**src/rtl/rotate_pkg.sv**
```systemverilog
// Shared constants for the tile-level rotate scheduler: FSM encodings, rotation codes, tile geometry.
package rotate_pkg;

  localparam int unsigned TILE_DIM   = 8;
  localparam int unsigned TILE_BYTES = 192;
  localparam int unsigned TILE_SHIFT = $clog2(TILE_DIM);

  localparam logic [2:0] ST_IDLE  = 3'd0;
  localparam logic [2:0] ST_LOAD  = 3'd1;
  localparam logic [2:0] ST_WAIT  = 3'd2;
  localparam logic [2:0] ST_ISSUE = 3'd3;
  localparam logic [2:0] ST_RUN   = 3'd4;
  localparam logic [2:0] ST_NEXT  = 3'd5;
  localparam logic [2:0] ST_DONE  = 3'd6;

  localparam logic [1:0] DEG_0   = 2'd0;
  localparam logic [1:0] DEG_90  = 2'd1;
  localparam logic [1:0] DEG_180 = 2'd2;
  localparam logic [1:0] DEG_270 = 2'd3;

  localparam logic DIR_CW  = 1'b0;
  localparam logic DIR_CCW = 1'b1;

  // A CCW rotation by d is the CW rotation by (4-d) mod 4.
  function automatic logic [1:0] eff_rot(input logic [1:0] deg, input logic dir);
    return (dir == DIR_CCW) ? 2'(3'd4 - 3'(deg)) : deg;
  endfunction

endpackage

```
**src/rtl/rotate_tile_map.sv**
```systemverilog
// Combinational source/destination tile index mapping for a clockwise rotation code.
module rotate_tile_map
  import rotate_pkg::*;
#(
  parameter int unsigned DIM_W  = 16,
  parameter int unsigned ADDR_W = 32
) (
  input  logic [DIM_W-1:0]  row_i,
  input  logic [DIM_W-1:0]  col_i,
  input  logic [DIM_W-1:0]  rows_i,
  input  logic [DIM_W-1:0]  cols_i,
  input  logic [1:0]        eff_i,
  output logic [ADDR_W-1:0] src_idx_o,
  output logic [ADDR_W-1:0] dst_idx_o
);

  logic [ADDR_W-1:0] r, c, rr, cc;
  logic [ADDR_W-1:0] dr, dc, dcw;

  always_comb begin
    r   = ADDR_W'(row_i);
    c   = ADDR_W'(col_i);
    rr  = ADDR_W'(rows_i);
    cc  = ADDR_W'(cols_i);
    dr  = r;
    dc  = c;
    dcw = cc;
    case (eff_i)
      DEG_90: begin
        dr  = c;
        dc  = rr - r - ADDR_W'(1);
        dcw = rr;
      end
      DEG_180: begin
        dr  = rr - r - ADDR_W'(1);
        dc  = cc - c - ADDR_W'(1);
        dcw = cc;
      end
      DEG_270: begin
        dr  = cc - c - ADDR_W'(1);
        dc  = r;
        dcw = rr;
      end
      default: ;
    endcase
    src_idx_o = r * cc + c;
    dst_idx_o = dr * dcw + dc;
  end

endmodule

```
**src/rtl/rotate_tile_sched.sv**
```systemverilog
// Frame scheduler walking the image tile by tile and handshaking DMA and the pixel core.
// Optional RUN-state watchdog enabled by defining ROT_TIMEOUT_EN.
module rotate_tile_sched
  import rotate_pkg::*;
#(
  parameter int unsigned DIM_W  = 16,
  parameter int unsigned ADDR_W = 32
`ifdef ROT_TIMEOUT_EN
  , parameter int unsigned TIMEOUT_CYC = 1024
`endif
) (
  input  logic              I_HCLK,
  input  logic              I_HRESET_N,
  input  logic              I_START,
  input  logic [DIM_W-1:0]  I_HEIGHT,
  input  logic [DIM_W-1:0]  I_WIDTH,
  input  logic [1:0]        I_DEGREES,
  input  logic              I_DIRECTION,
  input  logic              I_DMA_READY,
  input  logic              I_TILE_DONE,
  output logic              O_TILE_START,
  output logic [ADDR_W-1:0] O_SRC_BASE,
  output logic [ADDR_W-1:0] O_DST_BASE,
  output logic [DIM_W-1:0]  O_TILE_ROW,
  output logic [DIM_W-1:0]  O_TILE_COL,
  output logic              O_BUSY,
  output logic              O_DONE,
  output logic              O_ERR
);

  function automatic logic [DIM_W-1:0] tiles_of(input logic [DIM_W-1:0] d);
    return (d >> TILE_SHIFT) + DIM_W'(|d[TILE_SHIFT-1:0]);
  endfunction

  logic [2:0]        state_q, state_d;
  logic [DIM_W-1:0]  rows_q, rows_d, cols_q, cols_d;
  logic [1:0]        eff_q, eff_d;
  logic [DIM_W-1:0]  row_q, row_d, col_q, col_d;
  logic              tile_start_q, tile_start_d;
  logic [ADDR_W-1:0] src_base_q, src_base_d, dst_base_q, dst_base_d;
  logic [DIM_W-1:0]  tile_row_q, tile_row_d, tile_col_q, tile_col_d;
  logic              busy_q, busy_d, done_q, done_d, err_q, err_d;
  logic [ADDR_W-1:0] src_idx, dst_idx;
  logic              last_tile;

  rotate_tile_map #(
    .DIM_W  (DIM_W),
    .ADDR_W (ADDR_W)
  ) u_map (
    .row_i     (row_q),
    .col_i     (col_q),
    .rows_i    (rows_q),
    .cols_i    (cols_q),
    .eff_i     (eff_q),
    .src_idx_o (src_idx),
    .dst_idx_o (dst_idx)
  );

  assign last_tile = (row_q == rows_q - DIM_W'(1)) && (col_q == cols_q - DIM_W'(1));

`ifdef ROT_TIMEOUT_EN
  localparam int unsigned TMO_W = $clog2(TIMEOUT_CYC + 1);
  logic [TMO_W-1:0] tmo_q, tmo_d;
  logic             tmo_hit;

  // Watchdog counts RUN cycles since the most recent ISSUE.
  always_comb begin
    tmo_d = tmo_q;
    if (state_q == ST_ISSUE) begin
      tmo_d = '0;
    end else if (state_q == ST_RUN) begin
      tmo_d = tmo_q + TMO_W'(1);
    end
  end

  assign tmo_hit = (tmo_q == TMO_W'(TIMEOUT_CYC - 1));

  always_ff @(posedge I_HCLK or negedge I_HRESET_N) begin
    if (!I_HRESET_N) begin
      tmo_q <= '0;
    end else begin
      tmo_q <= tmo_d;
    end
  end
`endif

  always_comb begin
    state_d      = state_q;
    rows_d       = rows_q;
    cols_d       = cols_q;
    eff_d        = eff_q;
    row_d        = row_q;
    col_d        = col_q;
    tile_start_d = 1'b0;
    src_base_d   = src_base_q;
    dst_base_d   = dst_base_q;
    tile_row_d   = tile_row_q;
    tile_col_d   = tile_col_q;
    err_d        = err_q;
    case (state_q)
      ST_IDLE: begin
        if (I_START) begin
          state_d = ST_LOAD;
          rows_d  = tiles_of(I_HEIGHT);
          cols_d  = tiles_of(I_WIDTH);
          eff_d   = eff_rot(I_DEGREES, I_DIRECTION);
          err_d   = 1'b0;
        end
      end
      ST_LOAD: begin
        row_d = '0;
        col_d = '0;
        if (rows_q == '0 || cols_q == '0) begin
          err_d   = 1'b1;
          state_d = ST_DONE;
        end else begin
          state_d = ST_WAIT;
        end
      end
      ST_WAIT: begin
        // Address/position outputs are captured here so they are valid during ISSUE.
        if (I_DMA_READY) begin
          state_d      = ST_ISSUE;
          tile_start_d = 1'b1;
          src_base_d   = ADDR_W'(src_idx * ADDR_W'(TILE_BYTES));
          dst_base_d   = ADDR_W'(dst_idx * ADDR_W'(TILE_BYTES));
          tile_row_d   = row_q;
          tile_col_d   = col_q;
        end
      end
      ST_ISSUE: state_d = ST_RUN;
      ST_RUN: begin
        if (I_TILE_DONE) begin
          state_d = ST_NEXT;
        end
`ifdef ROT_TIMEOUT_EN
        else if (tmo_hit) begin
          err_d   = 1'b1;
          state_d = ST_DONE;
        end
`endif
      end
      ST_NEXT: begin
        if (last_tile) begin
          state_d = ST_DONE;
        end else begin
          state_d = ST_WAIT;
          if (col_q == cols_q - DIM_W'(1)) begin
            col_d = '0;
            row_d = row_q + DIM_W'(1);
          end else begin
            col_d = col_q + DIM_W'(1);
          end
        end
      end
      ST_DONE: state_d = ST_IDLE;
      default: state_d = ST_IDLE;
    endcase
    busy_d = (state_d != ST_IDLE);
    done_d = (state_d == ST_DONE);
  end

  always_ff @(posedge I_HCLK or negedge I_HRESET_N) begin
    if (!I_HRESET_N) begin
      state_q      <= ST_IDLE;
      rows_q       <= '0;
      cols_q       <= '0;
      eff_q        <= '0;
      row_q        <= '0;
      col_q        <= '0;
      tile_start_q <= 1'b0;
      src_base_q   <= '0;
      dst_base_q   <= '0;
      tile_row_q   <= '0;
      tile_col_q   <= '0;
      busy_q       <= 1'b0;
      done_q       <= 1'b0;
      err_q        <= 1'b0;
    end else begin
      state_q      <= state_d;
      rows_q       <= rows_d;
      cols_q       <= cols_d;
      eff_q        <= eff_d;
      row_q        <= row_d;
      col_q        <= col_d;
      tile_start_q <= tile_start_d;
      src_base_q   <= src_base_d;
      dst_base_q   <= dst_base_d;
      tile_row_q   <= tile_row_d;
      tile_col_q   <= tile_col_d;
      busy_q       <= busy_d;
      done_q       <= done_d;
      err_q        <= err_d;
    end
  end

  assign O_TILE_START = tile_start_q;
  assign O_SRC_BASE   = src_base_q;
  assign O_DST_BASE   = dst_base_q;
  assign O_TILE_ROW   = tile_row_q;
  assign O_TILE_COL   = tile_col_q;
  assign O_BUSY       = busy_q;
  assign O_DONE       = done_q;
  assign O_ERR        = err_q;

endmodule

```
**config.mk**
```make
export PLATFORM = sky130hd
export DESIGN_NAME = rotate_tile_sched
export DESIGN_NICKNAME = d
export VERILOG_FILES = /design/src/rtl/rotate_pkg.sv /design/src/rtl/rotate_tile_map.sv /design/src/rtl/rotate_tile_sched.sv
export SDC_FILE = /design/constraint.sdc
export NUM_CORES = 2
export LEC_CHECK = 0
export ABC_AREA = 1
export CORE_ASPECT_RATIO = 1.75
export CORE_MARGIN = 5
export CORE_UTILIZATION = 64
export DETAILED_ROUTE_END_ITERATION = 16
export PLACE_DENSITY = 0.92
export SETUP_SLACK_MARGIN = 0.1
export SYNTH_ARGS = -nofsm -noshare
export SYNTH_HDL_FRONTEND = slang
export SYNTH_SLANG_ARGS = --single-unit
```
**constraint.sdc**
```tcl
create_clock -name I_HCLK -period 12.7 [get_ports I_HCLK]
set_input_delay 1.905 -clock I_HCLK [delete_from_list [all_inputs] [get_ports I_HCLK]]
set_output_delay 1.905 -clock I_HCLK [all_outputs]
set_load 0.02 [all_outputs]
```
==> flow_metrics.env <==
export IMPL_outcome="finished, final reports clean"
export IMPL_start_util_pct=64.41
export IMPL_cp_required_ns=13.07
export IMPL_path_max_fanout=21
export IMPL_fin_setup_tns_ns=0
export IMPL_portBuffers=127
export IMPL_hold_viol_final=0
export IMPL_tightest_slew_ns=1.233
export IMPL_crit_top_cell="nand2_1"
export IMPL_route_antenna_remaining_nets=0
export IMPL_multiInputGateArea_um2=22100
export IMPL_fmax_ghz=0.08884
export IMPL_cts_path_max_buffers=2
export IMPL_vias=28250
export IMPL_holdBufCountCts=0
export IMPL_finalCritPeriodShare_pct=88.63
export IMPL_synth_top_area_cell="fa_1"
export IMPL_ys_warn_count=0
export IMPL_synthCells=4154
export IMPL_finalCriticalPeriod_ns=11.26
export IMPL_drtPass1Iterations=9
export IMPL_antenna_cells=0
export IMPL_cp_top_family="adder cells"
export IMPL_worstPathArrival_ns=11.63
export IMPL_drive_above_1_share_pct=4.566
export IMPL_drc=0
export IMPL_drv_slew=0
export IMPL_rsz0062_at_grt="false"
export IMPL_htree_levels=4
export IMPL_instances_no_fill=4815
export IMPL_hp_class="register to register"
export IMPL_end_kind="register"
export IMPL_cts_resized_gates=0
export IMPL_drt_iter0_drc=2313
export IMPL_clkLatencyLatePin_ns=0.48
export IMPL_grt_pass1_wl_mm=153.8
export IMPL_syn_area_um2=30120
export IMPL_clock_skew_ns=0.02122
export IMPL_ys_seq_area_share_pct=12.71
export IMPL_fill_cells=3725
export IMPL_cts_clk_slew_worst_paths_ns=0.08
export IMPL_crit_buf_inv=10
export IMPL_ys_async_sr_fraction_pct=100.0
export IMPL_root_buffer="clkbuf_16"
export IMPL_ys_top_cells_by_area="fa_1, nand2_1, dfrtp_1"
export IMPL_seq_area_um2=3829
export IMPL_wl_mm=97.81
export IMPL_cts_setup_buffers=0
export IMPL_slew_headroom_pct=17.58
export IMPL_critPathKind="register to register"
export IMPL_die_y_um=297.0
export IMPL_io_pin_count=140
export IMPL_fin_nets=4904
export IMPL_grt_max_degree=112
export IMPL_setup_violations=0
export IMPL_start_kind="register"
export IMPL_viasPerCell=5.868
export IMPL_synth_ff_type="dfrtp_1"
export IMPL_synth_edf_count=0
export IMPL_antenna_found_initial=4
export IMPL_routedWlPerCell_um=20.31
export IMPL_die_area_um2=51680
export IMPL_fin_hold_ws_ns=0.4854
export IMPL_post_synth_cell_area_avg_um2=7.251
export IMPL_placementRows=105
export IMPL_slowest_delay_ns=1.00
export IMPL_slowest_stage="dfrtp_1"
export IMPL_grt_pass1_vias=30310
export IMPL_place_hpwl_mm=78.48
export IMPL_synth_seq_cells=153
export IMPL_yosys_area_top_type_share_pct=26.92
export IMPL_overflow=0
export IMPL_core_area_um2=46770
export IMPL_cts_tree="done"
export IMPL_dp_cells=4783
export IMPL_numCtsBuffers=17
export IMPL_grt_usage_pct=38.04
export IMPL_maxCapViolations=0
export IMPL_synth_cell_types=65
export IMPL_die_width_um=174.0
export IMPL_cts_sinks=153
export IMPL_syn2layout_area_growth_pct=7.850
export IMPL_place_congestion=1.013
[logic make-up (layout without fill, tap and decap cells)]
family,count (synthesis),in the layout,synth area share (%)
buffers and inverters,1107,1169,14.10
AND/OR/NAND/NOR,1655,1655,23.38
flip-flops,153,153,12.71
adder cells (fa/ha/maj),650,650,37.09
AO/OA/AOI/OAI,423,423,7.909
other,1,12,0.01245
XOR/XNOR,165,165,4.798
[cells in the final DEF (no fill, tap or decap), types with 11 or more instances in the layout]
master and instances:
a21oi_1 125, a31oi_1 11, buf_4 44, clkbuf_16 17
clkdlybuf4s50_1 126, conb_1 12, dfrtp_1 153, fa_1 405
ha_1 245, inv_1 937, inv_2 22, nand2_1 1045
nand2_2 31, nand3_1 140, nand3_2 11, nand3b_1 11
nand4_1 39, nor2_1 276, nor2_2 17, nor3_1 29
nor4_1 12, o21ai_0 176, o21ai_1 19, o21bai_1 11
o22ai_1 13, xnor2_1 64, xor2_1 101
[cell usage after synthesis, types with 5 or more instances]
master    number
xnor2_1       64
ha_1         245
nor3_1        29
inv_2         22
o21ai_0      177
dfrtp_1      153
o22ai_1       13
o211ai_1       7
nand3_1      140
o21bai_1      11
a221oi_1       8
nor4_1        12
nand3_2       11
and2_1         5
buf_1         14
o21ai_1       20
o221ai_1      10
inv_1        937
clkinv_1       7
a21oi_1      125
nand2_1     1046
buf_4         15
o31ai_1        5
a31oi_1       11
nand3b_1      11
or2_2          7
nand4_1       39
xor2_1       101
buf_2          8
nor2_4         5
nor2_2        17
nor2_1       276
fa_1         405
clkbuf_1     101
nand2_2       31
nand2_4        6
nor3b_1        5
a211oi_1       7
[final timing paths]
kind / startpoint / endpoint / slack [ns] / cells past startpoint
setup / recovery: row_q[6] / O_DST_BASE[31] / 1.44 / 58
hold / removal: O_DST_BASE[30] / O_DST_BASE[30] / 0.49 / 2
setup reg to reg: row_q[6] / O_DST_BASE[31] / 1.44 / 58
hold reg to reg: O_DST_BASE[30] / O_DST_BASE[30] / 0.49 / 2
max in group asynchronous: I_HRESET_N / row_q[2] / 9.68 / 2
min in group asynchronous: I_HRESET_N / O_TILE_ROW[10] / 1.48 / 1
[state kept, by name (all words and copies together), names as in the netlist, 2 cells and up]
register / flops
O_SRC_BASE: 26
state_q: 3
col_q: 16
O_TILE_ROW: 16
rows_q: 14
O_DST_BASE: 26
row_q: 16
cols_q: 14
eff_q: 2
O_TILE_COL: 16
[worst reg2reg max path: cells and delay by family (launching register included)]
kind | cells | cell delay (ns)
xor gates and xnor gates | 2 | 0.29
DFF | 1 | 1.00
and+or+nand+nor | 26 | 2.58
adders and majority gates | 9 | 4.18
AOI/OAI and AO/OA | 11 | 1.99
buffers and inverters | 10 | 1.11
[layout make-up]
class                      count  share of cell area, %
multi-input combinational   2905                  68.03
sequential                   153                  11.79
timing repair buffer         171                  4.934
clock inverter                15                 0.5122
clock buffer                  17                  1.309
tap                          588                  2.265
inverter                     966                  11.16
[metal layers]
layer / routed length, µm / global-route usage (%)
met5: 14 / 0
met4: 12200 / 37.08
met3: 7144 / 6.434
met2: 49290 / 67.10
met1: 29150 / 36.52
[stage by stage]
stage / worst slack (ns) / utilization, % / instance area (µm²)
floorplan: 3.264 / - / 30160
global placement: 2.050 / 68.20 / 31900
detailed placement: 1.720 / 68.20 / 31900
CTS: 1.721 / 69.46 / 32490
global route: 0.6714 / 69.46 / 32490
finish: 1.444 / 69.46 / 32490
Power is not shown: default switching activity piles up to over one toggle a cycle in this logic, so the estimate is an artifact.
